**src/rtl/matmul_sequencer.sv**
```systemverilog
// Sequencer for an external P x P matrix-multiply coefficient unit: issues row/column
// operand pairs in row-major order and collects the dot-product results into C.
module matmul_sequencer #(
    parameter int N   = 32,
    parameter int Q   = 18,
    parameter int P   = 4,
    parameter int LAT = 2
) (
    input  logic             clk,
    input  logic             reset,
    input  logic             start,
    input  logic [P*P*N-1:0] A,
    input  logic [P*P*N-1:0] B,
    output logic [P*N-1:0]   lineA,
    output logic [P*N-1:0]   columnB,
    input  logic [N-1:0]     cii,
    input  logic             overflow_in,
    output logic [P*P*N-1:0] C,
    output logic             busy,
    output logic             done,
    output logic             overflow
);
    localparam int NE = P * P;
    localparam int CW = $clog2(NE);
    localparam int RW = $clog2(P);
    localparam logic [CW-1:0] LAST_IDX = CW'(NE - 1);
    localparam logic [RW-1:0] LAST_RC  = RW'(P - 1);

    // Q describes the fixed-point format of the data only; it never enters the logic.
    if (LAT < 1 || LAT > 8 || P < 2 || Q < 0 || Q >= N) begin : g_param_check
        $error("matmul_sequencer: illegal parameter set");
    end

    typedef enum logic [1:0] {IDLE, ISSUE, DRAIN} state_t;

    state_t                  state_q, state_d;
    logic [NE*N-1:0]         a_q, a_d, b_q, b_d, c_q, c_d;
    logic [P*N-1:0]          line_q, line_d, col_q, col_d;
    logic [CW-1:0]           cnt_q, cnt_d;
    logic [RW-1:0]           row_q, row_d, colx_q, colx_d;
    logic [RW-1:0]           nrow, ncol;
    logic [LAT-1:0]          vld_q, vld_d;
    logic [LAT-1:0][CW-1:0]  idx_q, idx_d;
    logic                    ovf_q, ovf_d, done_q, done_d;
    logic                    capture;
    logic [CW-1:0]           cap_idx;

    function automatic logic [P*N-1:0] row_of(input logic [NE*N-1:0] m, input logic [RW-1:0] r);
        logic [P*N-1:0] v;
        v = '0;
        for (int i = 0; i < P; i++)
            if (r == RW'(i)) v = m[i*P*N +: P*N];
        return v;
    endfunction

    function automatic logic [P*N-1:0] col_of(input logic [NE*N-1:0] m, input logic [RW-1:0] c);
        logic [P*N-1:0] v;
        v = '0;
        for (int j = 0; j < P; j++)
            if (c == RW'(j))
                for (int r = 0; r < P; r++) v[r*N +: N] = m[(r*P+j)*N +: N];
        return v;
    endfunction

    // The oldest pipeline stage marks the pair whose result is on cii this cycle.
    assign capture = vld_q[LAT-1];
    assign cap_idx = idx_q[LAT-1];

    always_comb begin
        // NOTE: every signal written here gets a default first, so no latch can be inferred.
        state_d = state_q;
        a_d     = a_q;
        b_d     = b_q;
        c_d     = c_q;
        line_d  = line_q;
        col_d   = col_q;
        cnt_d   = cnt_q;
        row_d   = row_q;
        colx_d  = colx_q;
        ovf_d   = ovf_q;
        done_d  = 1'b0;
        nrow    = row_q;
        ncol    = colx_q + RW'(1);
        if (colx_q == LAST_RC) begin
            nrow = row_q + RW'(1);
            ncol = '0;
        end

        vld_d[0] = (state_q == ISSUE);
        idx_d[0] = cnt_q;
        for (int d = 1; d < LAT; d++) begin
            vld_d[d] = vld_q[d-1];
            idx_d[d] = idx_q[d-1];
        end

        if (capture) begin
            for (int k = 0; k < NE; k++)
                if (cap_idx == CW'(k)) c_d[k*N +: N] = cii;
            ovf_d = ovf_q | overflow_in;
        end

        case (state_q)
            IDLE: begin
                // The done cycle also blocks start, so a new product begins one cycle later.
                if (start && !done_q) begin
                    a_d     = A;
                    b_d     = B;
                    ovf_d   = 1'b0;
                    line_d  = row_of(A, '0);
                    col_d   = col_of(B, '0);
                    cnt_d   = '0;
                    row_d   = '0;
                    colx_d  = '0;
                    state_d = ISSUE;
                end
            end
            ISSUE: begin
                if (cnt_q == LAST_IDX) begin
                    state_d = DRAIN;
                end else begin
                    cnt_d  = cnt_q + CW'(1);
                    row_d  = nrow;
                    colx_d = ncol;
                    line_d = row_of(a_q, nrow);
                    col_d  = col_of(b_q, ncol);
                end
            end
            DRAIN: begin
                if (capture && cap_idx == LAST_IDX) begin
                    state_d = IDLE;
                    done_d  = 1'b1;
                end
            end
            default: state_d = IDLE;
        endcase
    end

    // NOTE: operand copies and C are plain flops, so they are cleared by reset like any state.
    always_ff @(posedge clk or negedge reset) begin
        if (!reset) begin
            state_q <= IDLE;
            a_q     <= '0;
            b_q     <= '0;
            c_q     <= '0;
            line_q  <= '0;
            col_q   <= '0;
            cnt_q   <= '0;
            row_q   <= '0;
            colx_q  <= '0;
            vld_q   <= '0;
            idx_q   <= '0;
            ovf_q   <= 1'b0;
            done_q  <= 1'b0;
        end else begin
            // NOTE: state updates are non-blocking so every flop samples pre-edge values.
            state_q <= state_d;
            a_q     <= a_d;
            b_q     <= b_d;
            c_q     <= c_d;
            line_q  <= line_d;
            col_q   <= col_d;
            cnt_q   <= cnt_d;
            row_q   <= row_d;
            colx_q  <= colx_d;
            vld_q   <= vld_d;
            idx_q   <= idx_d;
            ovf_q   <= ovf_d;
            done_q  <= done_d;
        end
    end

    assign lineA    = line_q;
    assign columnB  = col_q;
    assign C        = c_q;
    assign busy     = (state_q != IDLE);
    assign done     = done_q;
    assign overflow = ovf_q;

endmodule

```
**config.mk**
```make
export PLATFORM = sky130hd
export DESIGN_NAME = matmul_sequencer
export DESIGN_NICKNAME = d
export VERILOG_FILES = /design/src/rtl/matmul_sequencer.sv
export SDC_FILE = /design/constraint.sdc
export NUM_CORES = 2
export LEC_CHECK = 0
export ABC_CLOCK_PERIOD_IN_PS = 3000
export BUFFER_PORTS_ARGS = -buffer_cell sky130_fd_sc_hd__buf_2
export CORE_AREA = 2 2 715 717
export DETAILED_ROUTE_END_ITERATION = 6
export DIE_AREA = 0 0 717 719
export GPL_TIMING_DRIVEN = 1
export PLACE_DENSITY = 0.42
export SLEW_MARGIN = 10
export SYNTH_ARGS = -nofsm -noshare
export SYNTH_HDL_FRONTEND = slang
export SYNTH_SLANG_ARGS = --single-unit
```
**constraint.sdc**
```tcl
create_clock -name clk -period 3 [get_ports clk]
set_input_delay 0.3 -clock clk [delete_from_list [all_inputs] [get_ports clk]]
set_output_delay 0.3 -clock clk [all_outputs]
set_load 0.01 [all_outputs]
```
# After elaboration in Yosys (flattened, before gate mapping)

Cells that the tools add are included.

Flip-flop bits (word level): 1,814
Output and inout port bits: 771

Equality and inequality tests: 29
Muxes and demuxes: 33
Bitwise gates (word level): 1
Reduce and logical (&&, ||, !) cells: 28
Add/sub/neg operators: 3

Operators with widths:

| cell                                                                  | count |
|---|---|
| 128-bit two-way mux                                                   | 12 |
| 128-bit one-hot mux with 2 select lines                               | 2 |
| 4-bit equality test, second input constant                            | 9 |
| 2-bit AND reduction                                                   | 17 |
| 4-bit by 3-bit equality test with 1-bit output, second input constant | 4 |
| 2-bit two-way mux                                                     | 8 |
| 2-bit equality test, second input constant                            | 6 |
| 4-bit by 2-bit equality test with 1-bit output, second input constant | 2 |
| 4-bit two-way mux                                                     | 2 |
| 2-bit one-hot mux with 2 select lines                                 | 2 |
| 4-bit one-hot mux with 2 select lines                                 | 1 |
| 2-bit by 1-bit equality test with 1-bit output, second input constant | 3 |
| 2-bit logical NOT                                                     | 3 |
| 2-bit != test, second input constant                                  | 3 |
| 2-bit one-hot mux with 3 select lines                                 | 1 |
| 3-bit AND reduction                                                   | 2 |
| 1-bit two-way mux                                                     | 5 |
| 2-bit by 1-bit adder with 2-bit output, second input constant         | 2 |
| 4-bit by 1-bit adder with 4-bit output, second input constant         | 1 |
| 4-bit by 1-bit equality test with 1-bit output, second input constant | 1 |
| 4-bit logical NOT                                                     | 1 |
| 2-bit nonzero test                                                    | 2 |
| 1-bit logical AND                                                     | 2 |
| 2-bit by 1-bit != test with 1-bit output, second input constant       | 1 |
| other kinds (2)                                                       | 2 |

# Depth between registers and ports, before layout

Depth after elaboration: 9
Depth in mapped cells: 10
Depth with buffers taken out: 7

# Least setup slack after synthesis

Ideal clock, no wire load.

Path kind: reg2reg
From: reg colx_q[0]
To: reg line_q[119] (netlist: lineA[119])
Library setup time: 0.135 ns
Cell stages (with the launch flop): 10
Required time: 2.865 ns
Data arrival time: 1.906 ns
Clock period less this slack: 2.041 ns
Path slack: 0.959 ns
Path through: dfrtp_1 ha_1 buf_4 buf_4 buf_2 o21a_1 a211oi_1 a31oi_1 a221oi_1 o211ai_1

Cells in the longest elaborated chain, start to end: 9
Elaborated cells between the ends (all ways): 12

RTL lines:

| element                                   | RTL line | source |
|---|---|---|
| start: declaration                        | 40       | `logic [RW-1:0] row_q, row_d, colx_q, colx_d;` |
| start signal: assignment                  | 164      | `colx_q <= colx_d;` |
| 2-bit equality test *                     | 84       | `if (colx_q == LAST_RC) begin` |
| 2-bit two-way mux *                       | 84       |  |
| 2-bit logical NOT                         | 52       | `if (r == RW'(i)) v = m[i*P*N +: P*N];` |
| 128-bit two-way mux (3 in series)         | 52       |  |
| 128-bit two-way mux *                     | 52       |  |
| 128-bit two-way mux *                     | 118      | `if (cnt_q == LAST_IDX) begin` |
| 128-bit one-hot mux with 2 select lines * | 102      | `case (state_q)` |
| end signal: assignment                    | 160      | `line_q <= line_d;` |
| end: declaration                          | 38       | `logic [P*N-1:0] line_q, line_d, col_q, col_d;` |

Mark *: on every way between the ends. The rest lies on a longest branch, timed or not. The select of a mux whose other input is x is not followed.
A chain may end at the register's enable or synchronous reset.

# Worst setup path in the final report

From: reg colx_q[1]
To: reg line_q[93] (netlist: lineA[93])

The elaborated chain is that of the path after synthesis.

==> reports/metrics.yaml <==
layout:
  final_layout_size_suffix_gt1_frac: 0.269
  multi_input_area_um2: 30400
  fillers: 55310
  finalCoreUtilization: 0.228
  stdcell_area_um2: 116000
  syn_to_final_growth_pct: 47.3
  final_net_count: 11935
  final-seq-area_um2: 45400
synthesis:
  number_of_synthesized_flops_with_an_enable_pin: 0
  ys_dominant_reg_cell: "dfrtp_1"
  synth_sequential_area_ratio: 0.579
  yosysUniqueCellTypes: 57
  leading_cell_type_by_number_of_instances_after_synthesis: "nand2_1"
  average_cell_area_after_synthesis_um2: 9.74
  post_synth_main_area_contributors: "dfrtp_1 (58%), nand2_1 (15%), mux2_2 (6.4%), a211oi_1 (2.2%), a221oi_1 (2.0%)"
  netlist.top_cell.by_area: "dfrtp_1"
  synthTopCellsByCount: "nand2_1 (3,231), dfrtp_1 (1,814), mux2_2 (447), clkbuf_1 (326), buf_2 (236)"
  synth.ff_latch_count: 1814
  postSynthCellCount: 8055
  async_set_reset_flop_share_out_of_synthesis: 1.00
  synth.cell_area_um2: 78400
  mappedNetlistNets: 9121
  synth_top_area_share: 0.579
  yosys_warnings: 0
floorplanning:
  rows: 262
  die_h_um: 719
  dieWidth_um: 717
  start_util: 0.154
  ios: 1831
  design.core.area_um2: 508000
  floorplan.die_area_um2: 516000
critical_path:
  crit_path_end_kind: "flip-flop"
  cpMaxStageDelayCell: "dfrtp_1"
  cp_slowest_stage_delay_ps: 470
  critical_path_cell_by_cell: "ha_2 -> buf_4 -> and2b_4 -> a221oi_4 -> nand2b_4 -> buf_12 -> nor2_1 -> nor3_2"
  cp_data_required_time_ps: 3790
  crit_arrival_ps: 3550
  path_max_fanout: 53
  worstSetupPathType: "reg -> reg"
  crit_buf_inv: 2
  cp-start-kind: "flip-flop"
  worst_path_dominant_cell_family: "simple AND/OR/NAND/NOR gates"
grt:
  global_route.usage.total: 0.160
  number_of_antenna_violations_at_the_first_check_in_global_routing: 114
  grt_pass1_vias: 73246
  grt_first_pass_wirelength_um: 593000
  grt_start_max_net_pins: 179
  grt_overflow_total: 0
timing:
  worst_pin_slew_ps: 1090
  min_period_over_period: 0.920
  final.min_clock_period_ps: 2760
  report.final.setup_viol: 0
  fmax_mhz: 362
  grt_setup_unrepaired: "no"
  timing_max_transition_violations_final: 0
  skew_ps: 84.4
  finalHoldWorstSlack_ps: 118
  finalHoldViolations: 0
  maxSlewHeadroom: 0.272
power_and_ir_drop:
  power-per-cell-area_nw_per_um2: 1080
  max-vdd-ir-drop_mv: 0.551
  leakagePower_nw: 54.2
clock_network:
  clk_lat_worst_skew_ps: 950
  cts_buffers: 223
  clock_tree_from_tritoncts: "yes"
  clock_sink_count: 1814
  h-tree-depth: 4
  clk_pin_slew_worst_setup_hold_paths_ps: 70
  cts_setup_buffers: 0
  clockBufferDepth: 4
  clockRootBuffer: "clkbuf_16"
detailed_routing:
  detail_route.wirelength_um: 431000
  routed_wire_length_per_instance_um: 24.2
  drc_violations_left: 0
  detail_route.first_pass.iterations: 5
  num_vias: 71972
  via_per_inst: 4.04
  postRouteAntennaNets: 0
  drtIter0Drc: 4599
placement:
  final_replace_weighted_congestion: 0.870
  dp_area_um2: 96700
  port_buffers: 1830
  dpl.hpwl_um: 316000
run:
  maxCapViolations: 0
run_status:
  run_status: "completed"
min_path:
  hp-class: "in -> async"
==> through the flow <==
stage | TNS [ps] | setup WS, ps | total power, mW | std cells
floorplan | 0 | 959 | 71.4 | 8055
global placement | 0 | 37.1 | 96.9 | 16247
detailed placement | -8.69 | -8.69 | 97.4 | 16247
CTS | 0 | 123 | 127 | 17772
global route | 0 | 4.85 | 133 | 17796
finish | 0 | 239 | 125 | 17829
==> sequential cells by signal, indices dropped and copies added, names as in the netlist <==
signal,count
lineA,128
colx_q,2
overflow,1
done,1
cap_idx,4
state_q,2
vld_q,2
columnB,128
row_q,2
a_q,512
idx_d,4
C,512
b_q,512
cnt_q,4
==> layer usage <==
metal  up-vias  routed length [um]  global-route usage
met4        58               23300              0.0756
met2      2416              213000               0.280
met3       762               23900              0.0290
met5         -                 364                   0
li1      32726                   -                   -
met1     36010              171000               0.190
==> layout by cell type, fill, tap and decap left out, drive strengths merged, types with 44 or more instances in the layout <==
cell type	Yosys	layout
dfrtp	1814	1814
mux2	512	512
o21a	50	50
buf	290	2077
nor2	95	95
inv	30	44
a31oi	51	51
o22ai	107	107
nand2	3233	3233
clkbuf	327	305
mux2i	106	106
nor3	181	181
o211ai	50	50
a211oi	232	232
clkinv	1	59
a221oi	179	179
dlygate4sd3	0	1129
a21oi	53	53
o21ai	469	469
nor2b	157	157
diode	0	57
==> where the power goes <==
part | total, mW | leakage [nW] | switching, mW | internal (mW)
clock network | 28.1 | 3.68 | 12.0 | 16.1
registers | 45.3 | 22.3 | 8.74 | 36.5
logic | 51.8 | 28.2 | 31.6 | 20.2
total | 125 | 54.2 | 52.3 | 72.8
==> worst paths after layout <==
path / slack, ps / cells after the start / start / to
setup / recovery: 240 / 8 / colx_q[1]$_DFFE_PN0P_ / lineA[93]$_DFFE_PN0P_
setup reg to reg: 240 / 8 / colx_q[1]$_DFFE_PN0P_ / lineA[93]$_DFFE_PN0P_
min in group clk: 130 / 4 / A[464] / a_q[464]$_DFFE_PN0P_
max in group asynchronous: 1810 / 3 / reset / C[44]$_DFFE_PN0P_
hold reg to reg: 350 / 0 / idx_d[6]$_DFF_PN0_ / cap_idx[2]$_DFF_PN0_
hold / removal: 120 / 2 / reset / b_q[106]$_DFFE_PN0P_
==> layout make-up <==
class / count / share of cell area
sequential: 1814 / 0.393
multi-input combinational: 5593 / 0.263
timing repair buffer: 3206 / 0.205
tap: 6732 / 0.0729
clock buffer: 305 / 0.0549
clock inverter: 91 / 0.00945
antenna: 57 / 0.00123
inverter: 31 / 0.00119
==> cells by family (layout without fill, tap and decap cells) <==
| family | count (synthesis) | after routing | synth area share |
|---|---|---|---|
| mux | 618 | 618 | 0.0870 |
| other cells | 0 | 57 | 0 |
| xor+xnor | 3 | 3 | 0.000670 |
| fa+ha+maj | 6 | 6 | 0.000957 |
| compound gates | 1242 | 1242 | 0.104 |
| flops | 1814 | 1814 | 0.579 |
| simple gates | 3724 | 3724 | 0.191 |
| buf+inv | 648 | 3633 | 0.0374 |
==> what timing repair did <==
item,4_1_cts,5_1_grt
resized for setup,1,0
gates cloned,0,0
setup endpoints to repair,1,2
pin swaps,0,1
endpoints found under the hold margin,2424,0
hold buffers,1129,0
Power figures use the tool's default switching activity.
